File: src/rtl/spi_secondary_mode.sv
// SPI secondary endpoint. It oversamples the SPI pins in the clk domain and moves words over
// valid/ready on the receive side and over a per-word fetch on the transmit side.
module spi_secondary_mode #(
    parameter int WordBits = 8,
    parameter bit Cpol     = 1'b0,
    parameter bit Cpha     = 1'b0,
    parameter bit MsbFirst = 1'b1
) (
    input  logic                clk,
    input  logic                reset,
    input  logic                sck,
    input  logic                cs_n,
    input  logic                in_bit,
    output logic                out_bit,
    output logic [WordBits-1:0] rx_data,
    output logic                rx_valid,
    input  logic                rx_ready,
    output logic                rx_overrun,
    input  logic [WordBits-1:0] tx_data,
    input  logic                tx_valid,
    output logic                tx_load,
    output logic                tx_underrun,
    output logic                busy
);

    localparam int CountBits = $clog2(WordBits + 1);
    localparam logic [CountBits-1:0] LastBit = CountBits'(WordBits - 1);

    typedef enum logic {IDLE, ACTIVE} state_t;

    state_t                state;
    logic [2:0]            sck_sync;
    logic [2:0]            cs_sync;
    logic [2:0]            in_sync;
    logic [CountBits-1:0]  bit_count;
    logic [WordBits-1:0]   rx_shift;
    logic [WordBits-1:0]   tx_shift;
    logic [WordBits-1:0]   rx_next;
    logic [WordBits-1:0]   tx_word;
    logic                  seen_sample;
    logic                  lead_edge;
    logic                  trail_edge;
    logic                  sample_edge;
    logic                  shift_edge;
    logic                  cs_fall;
    logic                  cs_rise;

    function automatic logic head_bit(input logic [WordBits-1:0] w);
        return MsbFirst ? w[WordBits-1] : w[0];
    endfunction

    function automatic logic [WordBits-1:0] advance(input logic [WordBits-1:0] w);
        return MsbFirst ? (w << 1) : (w >> 1);
    endfunction

    // Idle levels are the reset values so no spurious edge appears after reset
    always_ff @(posedge clk or posedge reset) begin
        if (reset) begin
            sck_sync <= {3{Cpol}};
            cs_sync  <= 3'b111;
            in_sync  <= 3'b000;
        end else begin
            sck_sync <= {sck_sync[1:0], sck};
            cs_sync  <= {cs_sync[1:0], cs_n};
            in_sync  <= {in_sync[1:0], in_bit};
        end
    end

    // SCK is normalised by Cpol so "active" means away from the idle level
    assign lead_edge   = (sck_sync[1] ^ Cpol) & ~(sck_sync[2] ^ Cpol);
    assign trail_edge  = ~(sck_sync[1] ^ Cpol) & (sck_sync[2] ^ Cpol);
    assign sample_edge = Cpha ? trail_edge : lead_edge;
    assign shift_edge  = Cpha ? lead_edge : trail_edge;
    assign cs_fall     = ~cs_sync[1] & cs_sync[2];
    assign cs_rise     = cs_sync[1] & ~cs_sync[2];

    // MOSI is stable for a whole half period before the sample edge, so the oldest tap is safe
    assign rx_next = MsbFirst ? {rx_shift[WordBits-2:0], in_sync[2]}
                              : {in_sync[2], rx_shift[WordBits-1:1]};
    assign tx_word = tx_valid ? tx_data : '0;

    always_ff @(posedge clk or posedge reset) begin
        if (reset) begin
            state       <= IDLE;
            bit_count   <= '0;
            rx_shift    <= '0;
            tx_shift    <= '0;
            seen_sample <= 1'b0;
            out_bit     <= 1'b0;
            rx_data     <= '0;
            rx_valid    <= 1'b0;
            rx_overrun  <= 1'b0;
            tx_load     <= 1'b0;
            tx_underrun <= 1'b0;
            busy        <= 1'b0;
        end else begin
            tx_load     <= 1'b0;
            tx_underrun <= 1'b0;
            rx_overrun  <= 1'b0;
            if (rx_valid && rx_ready) begin
                rx_valid <= 1'b0;
            end
            case (state)
                IDLE: begin
                    if (cs_fall) begin
                        state       <= ACTIVE;
                        busy        <= 1'b1;
                        bit_count   <= '0;
                        seen_sample <= 1'b0;
                        tx_load     <= 1'b1;
                        tx_underrun <= ~tx_valid;
                        // With Cpha=0 the first bit must be on the wire before the first SCK edge
                        if (!Cpha) begin
                            out_bit  <= head_bit(tx_word);
                            tx_shift <= advance(tx_word);
                        end else begin
                            out_bit  <= 1'b0;
                            tx_shift <= tx_word;
                        end
                    end
                end
                ACTIVE: begin
                    if (cs_rise) begin
                        state     <= IDLE;
                        busy      <= 1'b0;
                        out_bit   <= 1'b0;
                        bit_count <= '0;
                    end else if (sample_edge) begin
                        rx_shift    <= rx_next;
                        seen_sample <= 1'b1;
                        if (bit_count == LastBit) begin
                            bit_count   <= '0;
                            tx_load     <= 1'b1;
                            tx_underrun <= ~tx_valid;
                            tx_shift    <= tx_word;
                            if (!rx_valid || rx_ready) begin
                                rx_data  <= rx_next;
                                rx_valid <= 1'b1;
                            end else begin
                                rx_overrun <= 1'b1;
                            end
                        end else begin
                            bit_count <= bit_count + CountBits'(1);
                        end
                    end else if (shift_edge && (Cpha || seen_sample)) begin
                        out_bit  <= head_bit(tx_shift);
                        tx_shift <= advance(tx_shift);
                    end
                end
                default: state <= IDLE;
            endcase
        end
    end

endmodule
File: config.mk
export PLATFORM = sky130hd
export DESIGN_NAME = spi_secondary_mode
export DESIGN_NICKNAME = d
export VERILOG_FILES = /design/src/rtl/spi_secondary_mode.sv
export SDC_FILE = /design/constraint.sdc
export NUM_CORES = 1
export LEC_CHECK = 0
export ABC_AREA = 1
export CORE_MARGIN = 2
export CORE_UTILIZATION = 48
export CTS_CLUSTER_SIZE = 14
export DETAILED_ROUTE_END_ITERATION = 12
export GPL_TIMING_DRIVEN = 0
export PLACE_DENSITY_LB_ADDON = 0.2
export SLEW_MARGIN = 20
export SYNTH_ARGS = -nofsm -noshare
export SYNTH_HDL_FRONTEND = slang
export SYNTH_SLANG_ARGS = --single-unit
File: constraint.sdc
create_clock -name clk -period 1.4 [get_ports clk]
set_input_delay 0.28 -clock clk [delete_from_list [all_inputs] [get_ports clk]]
set_output_delay 0.28 -clock clk [all_outputs]
set_load 0.01 [all_outputs]
==> qor.yml <==
status:
  status: "completed"
cts:
  cts_buffers: 5
  cts_tree: "yes"
  htree_levels: 2
  cts_sinks: 44
  insertion_delay_ns: 0.30
  clock_path_buffers: 2
  cts_root_buf: "clkbuf_8"
  path_clk_slew_ns: 0.08
sta:
  slew_viol_final: 0
  setup_ws_ns: 0.0521
  setup_tns_ns: 0
  fin_crit_ns: 1.35
  finClkSkew_ns: 0.00664
  slew_headroom_pct: 74.2
  setup_viol: 0
  hold_slack_ns: 0.272
  worst_pin_slew_ns: 0.386
  rsz0062_at_grt: "yes"
  max_freq_ghz: 0.742
  hold_viol: 0
  fin_crit_sh_pct: 96.3
yosys:
  syn_nets: 247
  synth-seq-cells: 44
  syn-mean-instance-area_um2: 8.79
  syn-cell-area_um2: 2030
  synthFlopType: "dfrtp_1"
  synth_edf_count: 0
  synth_cell_types: 23
  synth-async-reset-ratio_pct: 100
  ys_seq_area_share_pct: 54.4
  synth_cells: 231
  yosysWarnings: 0
layout:
  drive_gt1_share_pct: 25.1
  multi_input_area_um2: 876
  post-route-util_pct: 66.2
  antenna_cells: 0
  postLayoutCellArea_um2: 2670
  seq_area_um2: 1110
  filler_cell_count: 329
  syn_to_final_growth_pct: 31.4
  num-nets-final: 290
  final_cell_count_no_fill: 325
global_routing:
  grt_max_degree: 28
  first_global_vias: 1634
  grt_pass1_wl_mm: 7.15
  grt-ovfl-total: 0
  grt_usage_pct: 18.4
  antenna_found_initial: 0
drt:
  num_vias: 1613
  first_pass_iters: 4
  drc: 0
  wl_per_cell_um: 11.9
  wl_mm: 3.88
  drtAntennaViolNets: 0
  via_per_inst: 4.96
  drtIter0Drc: 89
critical_path:
  rr_worst_depth: 8
  critPathMaxFanout: 10
  reg2reg_slack_ns: 0.05
  timing.rr.start: "cs_sync[2]"
  worstSetupPathType: "reg -> reg"
  cp_num_buf_inv: 3
  r2r_end: "rx_data[1]"
  cp-end-kind: "flop"
  path_cells: "inv_2 > nand2_4 > inv_2 > nor2_8 > nand3_4 > buf_6 > nand2_2 > o21ai_2"
  crit_top_cell: "inv_2"
  arrival_ns: 1.54
  cpMaxStageDelayCell: "dfstp_2"
  max_stage_delay_ns: 0.54
  critPathRequiredTime_ns: 1.60
  critPathLaunchType: "flop"
  crit_family: "flip-flops"
die:
  dieWidth_um: 69.0
  coreArea_um2: 4030
  dieArea_um2: 4760
  rows: 23
  start_util_pct: 50.4
  ios: 29
  die_y_um: 69.0
power_and_ir_drop:
  leakage_nw: 1.36
  vdd_drop_max_v: 0.000861
  p_per_area_nw_per_um2: 1210
  finalPower_mw: 3.23
placement:
  place_area_um2: 2380
  dp_slack_ns: -0.115
  gp_congestion: 0.810
  dp_hpwl_mm: 2.69
  port-buffer-count: 27
  post-place-cells: 309
job:
  drv_cap: 0
hold_path:
  hold_path.class: "in -> async"
-- layer usage --
layer / GRT usage [%] / up-vias / share of wire, %
met1: 24.2 / 754 / 47
met4: 6.54 / 0 / 1.5
met3: 4.97 / 5 / 4.0
li1: - / 822 / -
met2: 29.3 / 32 / 47
met5: 0 / - / 0
-- synth_stat cells (2+ instances only) --
library cell / instances / area share, %
dfstp_2: 3 / 3.9
nor2_1: 9 / 1.7
nand3_4: 2 / 1.7
nor2_4: 3 / 1.7
o21ai_2: 8 / 3.5
inv_2: 2 / 0.37
nand3_1: 39 / 9.6
o21ai_0: 15 / 3.7
inv_1: 25 / 4.6
nand2_1: 65 / 12
dfrtp_1: 41 / 51
buf_2: 4 / 0.99
nand4_1: 2 / 0.62
nand2_2: 4 / 1.2
-- layout make-up --
class / instances / area share, %
flip-flops and latches: 44 / 41.5
multi-input cells: 153 / 32.8
repair buffers: 36 / 13.0
inverters: 27 / 3.89
clock buffers: 6 / 3.10
well taps: 50 / 2.35
plain buffers: 7 / 1.88
clock inverters: 2 / 1.45
-- worst max-delay path by stage --
stage | startpoint | cells past startpoint | slack, ns | to
2_1_floorplan | cs_sync[2] | 8 | 0.05 | rx_data[1]
3_3_place_gp | reset | 2 | -0.78 | bit_count[2]
3_5_place_dp | cs_sync[2] | 7 | -0.11 | tx_shift[1]
4_1_cts | bit_count[0] | 7 | 0.0006 | tx_shift[0]
5_1_grt | sck_sync[2] | 7 | -0.03 | tx_shift[4]
6_report | cs_sync[2] | 8 | 0.05 | rx_data[1]
-- worst register-to-register path, cell delays in order (launching register included) --
cell and delay (ns):
dfstp_2 0.54, inv_2 0.05, nand2_4 0.08, inv_2 0.06, nor2_8 0.15, nand3_4 0.10, buf_6 0.16, nand2_2 0.07
o21ai_2 0.05
-- state kept, by name (all words and copies together) (netlist names), 3 cells and up --
register	cells
sck_sync	3
in_sync	3
tx_shift	8
rx_shift	7
rx_data	8
bit_count	4
cs_sync	3
-- placed cells by master, fill, tap and decap left out, types with 4 or more instances in the layout --
cell and instances:
dlygate4sd2_1 14, o21ai_0 14, dfrtp_1 39, inv_1 23
o21ai_2 8, buf_4 8, clkdlybuf4s50_1 13, nand3_1 32
nand2_1 59, clkbuf_8 6, nand2_2 7, nand3_2 6
nor2_1 7, nor2_4 4
-- kinds of logic (layout without fill, tap and decap cells) --
kind of cell               count (synthesis)  after routing  share of synthesized area, %
and+or+nand+nor                          128            128                          30.5
DFF                                       44             44                          54.4
buffers and inverters                     34             78                          7.09
AOI/OAI and AO/OA                         24             24                          7.40
adders and majority gates                  1              1                         0.616
-- timing repair --
action	in CTS	in global routing
endpoints found under the hold margin	0	0
pin swaps	3	11
gates resized for setup	18	28
setup buffers	4	4
hold buffers	0	0
endpoints found under the setup margin	35	27
-- power breakdown --
group          leakage [nW]  switching (mW)  total, mW  internal [mW]
Clock                0.0614           0.433       1.02          0.583
Combinational         0.734           0.376      0.648          0.272
Sequential            0.566           0.110       1.56           1.45
Total                  1.36           0.919       3.23           2.31
No activity file was read; power rests on OpenSTA's default activity.
==> variant 1 (same flow settings) <==
Change the parameter `WordBits` from 8 to 16.
--- a/src/rtl/spi_secondary_mode.sv
+++ b/src/rtl/spi_secondary_mode.sv
@@ -3,3 +3,3 @@
 module spi_secondary_mode #(
-    parameter int WordBits = 8,
+    parameter int WordBits = 16,
     parameter bit Cpol     = 1'b0,
Interface: changed (resized rx_data and tx_data); port bits go from 29 to 45. The function was not compared with the original's and may differ.
==> variant 1 against the original RTL <==
The run now ends with negative setup slack left. Via count up 84%. Cell area up 69%. Routed wire length up 110%. Critical endpoint is now rx_shift[0]. Die area up 56%. Sequential power up 60%. Sequential cell count up 25. Setup slack worse by 0.12 ns. Cell count up 73%. Hold slack better by 0.0078 ns. Power up 81%. Synthesized cell count up 70%. Clock power up 97%. Clock skew about the same. Synthesized area up 60%.
==> variant 1: results (changes against the original RTL) <==
<table>
<tr><th>Metric</th><th>Value</th></tr>
<tr><th colspan="2">Place</th></tr>
<tr><td>Post-detail-place hpwl</td><td>4920 um (+83%)</td></tr>
<tr><td>Placed Instance Area</td><td>3840 sq um (+61%)</td></tr>
<tr><td>Post-placement worst setup slack</td><td>-0.354 ns (-0.239 ns)</td></tr>
<tr><td>Number of cells in the design after placement</td><td>515 (+67%)</td></tr>
<tr><td>RePlAce Congestion</td><td>0.855 (+5.5%)</td></tr>
<tr><th colspan="2">STA</th></tr>
<tr><td>Final worst-path setup slack</td><td>-0.0701 ns (-0.122 ns)</td></tr>
<tr><td>Final worst hold slack</td><td>0.280 ns (+0.00779 ns)</td></tr>
<tr><td>Final sum of negative setup slack</td><td>-1.14 ns (-1.14 ns)</td></tr>
<tr><td>Setup violations, final</td><td>34 (+34)</td></tr>
<tr><th colspan="2">Status</th></tr>
<tr><td>Failing checks</td><td>negative setup slack</td></tr>
<tr><td>Result of the run</td><td>finished, violations left</td></tr>
<tr><th colspan="2">Synth</th></tr>
<tr><td>Post-Syn Nets</td><td>417 (+69%)</td></tr>
<tr><td>Synth Instances</td><td>393 (+70%)</td></tr>
<tr><td>Fraction of the yosys area taken by sequential cells</td><td>53.3% (-1.1 points)</td></tr>
<tr><th colspan="2">Final layout</th></tr>
<tr><td>Fraction of layout cells with a size suffix above 1</td><td>24.8% (-0.30 points)</td></tr>
<tr><td>Non-filler instance count after layout</td><td>561 (+73%)</td></tr>
<tr><td>Post-route cell area</td><td>4510 sq um (+69%)</td></tr>
<tr><td>Biggest regs</td><td>rx_data x16, tx_shift x16, rx_shift x15</td></tr>
<tr><td>Fillers</td><td>527 (+60%)</td></tr>
<tr><th colspan="2">Worst setup path</th></tr>
<tr><td>Worst setup path endpoint</td><td>rx_shift[0]</td></tr>
<tr><td>R2R Path End</td><td>rx_shift[0]</td></tr>
<tr><td>Largest driver fanout on the critical path</td><td>5 (-5)</td></tr>
<tr><td>Worst path arrival time</td><td>1.75 ns (+0.21 ns)</td></tr>
<tr><th colspan="2">Clocking</th></tr>
<tr><td>TritonCTS buffer count</td><td>9 (+4)</td></tr>
<tr><td>Deepest level of the CTS H-tree</td><td>3 (+1)</td></tr>
<tr><th colspan="2">Route</th></tr>
<tr><td>Number of iterations in the first detailed-routing pass</td><td>5 (+1)</td></tr>
<tr><th colspan="2">Global route</th></tr>
<tr><td>First-pass GRT wire length</td><td>13100 um (+83%)</td></tr>
<tr><td>Maximum number of pins on one net before global-route repair</td><td>32 (+14%)</td></tr>
</table>
variant 1: changes by cell type after synthesis, sizes merged, moves of 2 or more:
cell,delta
clkbuf,+4
buf,+8
nand3,+45
nand2,+74
inv,+10
o21ai,-2
nor2,-3
dfrtp,+25
variant 1: area by class of cell:
cell class              instances  area (sq um)  share of cell area [%]
clock buffers                   9           124                    2.75
flip-flops and latches         69          1730                    38.4
well taps                      77          96.3                    2.14
repair buffers                 75           739                    16.4
clock inverters                 7           120                    2.67
multi-input cells             268          1410                    31.2
plain buffers                  19           145                    3.22
inverters                      37           145                    3.22
variant 1: what timing repair did:
item / 4_1_cts / 5_1_grt
resized for setup: 54 / 43
endpoints found under the setup margin: 74 / 55
gates cloned: 4 / 0
pin swaps: 8 / 12
hold buffers: 0 / 0
setup buffers: 17 / 10
variant 1: cell families (layout without fill, tap and decap cells):
family	count (synthesis)	in the layout	share of synthesized area [%]
AO/OA/AOI/OAI	22	22	3.39
buffers and inverters	56	147	8.21
AND/OR/NAND/NOR	244	244	34.4
adder cells (fa/ha/maj)	1	1	0.386
XOR/XNOR	1	1	0.270
flip-flops	69	69	53.3
variant 1: worst reg2reg max path, delay by kind of cell (launching register included):
kind	cells	cell delay, ns
flip-flops	1	0.54
AND/OR/NAND/NOR	4	0.40
AO/OA/AOI/OAI	1	0.06
buffers and inverters	4	0.40
variant 1: report_power, final:
part	leakage, nW	internal [W]	switching (W)	total, W
Sequential	0.914	0.00231	0.000197	0.00250
Combinational	1.36	0.000602	0.000742	0.00134
Clock	0.120	0.00119	0.000817	0.00201
variant 1: routing by layer:
metal	up-vias	part of all wire [%]	track usage [%]
met5	-	0	0
met2	100	50	37.0
met4	0	1.1	8.24
li1	1425	-	-
met3	12	5.5	4.57
met1	1435	44	29.8
==> variant 2 (same flow settings) <==
Made on the original files. Reset style: synchronous (`reset`), changed in 2 clocked blocks.
--- a/src/rtl/spi_secondary_mode.sv
+++ b/src/rtl/spi_secondary_mode.sv
@@ -56,3 +56,3 @@
     // Idle levels are the reset values so no spurious edge appears after reset
-    always_ff @(posedge clk or posedge reset) begin
+    always_ff @(posedge clk) begin
         if (reset) begin
@@ -81,3 +81,3 @@
 
-    always_ff @(posedge clk or posedge reset) begin
+    always_ff @(posedge clk) begin
         if (reset) begin
Check against the original RTL: differs if reset is asserted again (counterexample within 4 cycles, from zero or initial values and one cycle with reset high); with reset held inactive, the same outputs for 10 cycles.
==> variant 2 against the original RTL <==
Setup slack better by 0.039 ns. Sequential cell count is the same. First-iteration DRC count is 15% higher. Routed wire length increased by 7.1%. Cell area down 6.5%. Non-clock buffer count increased by 3. Cell count up 14%. Synthesized area is 5.2% lower. Utilization decreased by 2.5 points.
Power is not compared: it rests on default switching activity, and its combinational part moved more than twofold at a synthesized area within 25%.
==> variant 2: results (changes against the original RTL) <==
<table>
<tr><th>Metric</th><th>Value</th></tr>
<tr><th colspan="2">Synth</th></tr>
<tr><td>Unique masters post-synth</td><td>25 (+8.7%)</td></tr>
<tr><td>Fraction of the yosys area taken by sequential cells</td><td>45.8% (-8.6 points)</td></tr>
<tr><td>Synth Instances</td><td>276 (+19%)</td></tr>
<tr><td>Largest cells by area after synthesis</td><td>sky130_fd_sc_hd__dfxtp_1 (46%), sky130_fd_sc_hd__nand2_1 (15%), sky130_fd_sc_hd__nor2_1 (9.0%)</td></tr>
<tr><td>Fraction of registers with async set or reset after synthesis</td><td>0% (-100 points)</td></tr>
<tr><td>Post-Syn Nets</td><td>292 (+18%)</td></tr>
<tr><td>Most instantiated flip-flop cell in the synthesis netlist</td><td>sky130_fd_sc_hd__dfxtp_1</td></tr>
<tr><td>Share of synthesized cell area in full adder, half adder and majority cells</td><td>0.651% (+0.034 points)</td></tr>
<tr><th colspan="2">Place</th></tr>
<tr><td>I/O Buffers</td><td>28 (+3.7%)</td></tr>
<tr><td>Post-placement worst setup slack</td><td>-0.263 ns (-0.148 ns)</td></tr>
<tr><td>RePlAce Congestion</td><td>0.810 (about the same)</td></tr>
<tr><td>Placed Instance Area</td><td>2270 sq um (-4.9%)</td></tr>
<tr><th colspan="2">Global route</th></tr>
<tr><td>Maximum number of pins on one net before global-route repair</td><td>15 (-46%)</td></tr>
<tr><td>GR Util met1</td><td>25.0% (+0.77 points)</td></tr>
<tr><td>First-pass GRT wire length</td><td>6910 um (-3.4%)</td></tr>
<tr><td>Global-route met2 utilization</td><td>33.9% (+4.6 points)</td></tr>
<tr><th colspan="2">Worst setup path</th></tr>
<tr><td>R2R Path End</td><td>bit_count[0]</td></tr>
<tr><td>CP Launch Point</td><td>bit_count[0]</td></tr>
<tr><th colspan="2">Final layout</th></tr>
<tr><td>Share of cell area taken by multi-input logic gates</td><td>36.7% (+3.9 points)</td></tr>
<tr><td>Fraction of layout cells with a size suffix above 1</td><td>16.3% (-8.8 points)</td></tr>
<tr><td>Non-clk bufs</td><td>46 (+7.0%)</td></tr>
<tr><td>Final-stage net count</td><td>335 (+16%)</td></tr>
<tr><th colspan="2">Hold path</th></tr>
<tr><td>Type of the most critical hold path</td><td>reg2reg</td></tr>
<tr><th colspan="2">Status</th></tr>
<tr><td>Result of the run</td><td>completed</td></tr>
<tr><th colspan="2">STA</th></tr>
<tr><td>Final worst hold slack</td><td>0.400 ns (+0.127 ns)</td></tr>
<tr><th colspan="2">Route</th></tr>
<tr><td>Wire length on met1</td><td>1950 um (+6.5%)</td></tr>
<tr><td>Routed wl met3</td><td>247 um (+60%)</td></tr>
<tr><td>Wire length per cell after detailed routing</td><td>11.2 um (-5.9%)</td></tr>
<tr><td>Vias per cell</td><td>4.92 (-0.94%)</td></tr>
<tr><td>Via count of the routed design</td><td>1819 (+13%)</td></tr>
</table>
[variant 2: cell types whose count changed after synthesis, sizes merged, moves of 3 or more]
cell | before | now
dfxtp | 0 | 44
nand3 | 41 | 20
nor2 | 14 | 48
nand4 | 2 | 11
a21oi | 1 | 13
nand2 | 69 | 79
dfstp | 3 | 0
o21ai | 23 | 10
dfrtp | 41 | 0
clkbuf | 1 | 4
inv | 27 | 34
[variant 2: critical path, cell delays in order, from the launching register on]
cell                      delay (ns)
sky130_fd_sc_hd__dfxtp_4        0.38
sky130_fd_sc_hd__ha_4           0.16
sky130_fd_sc_hd__nand2_2        0.08
sky130_fd_sc_hd__nor2_4         0.15
sky130_fd_sc_hd__buf_6          0.15
sky130_fd_sc_hd__nor3_1         0.05
sky130_fd_sc_hd__o21ai_0        0.17
sky130_fd_sc_hd__nor2_1         0.05
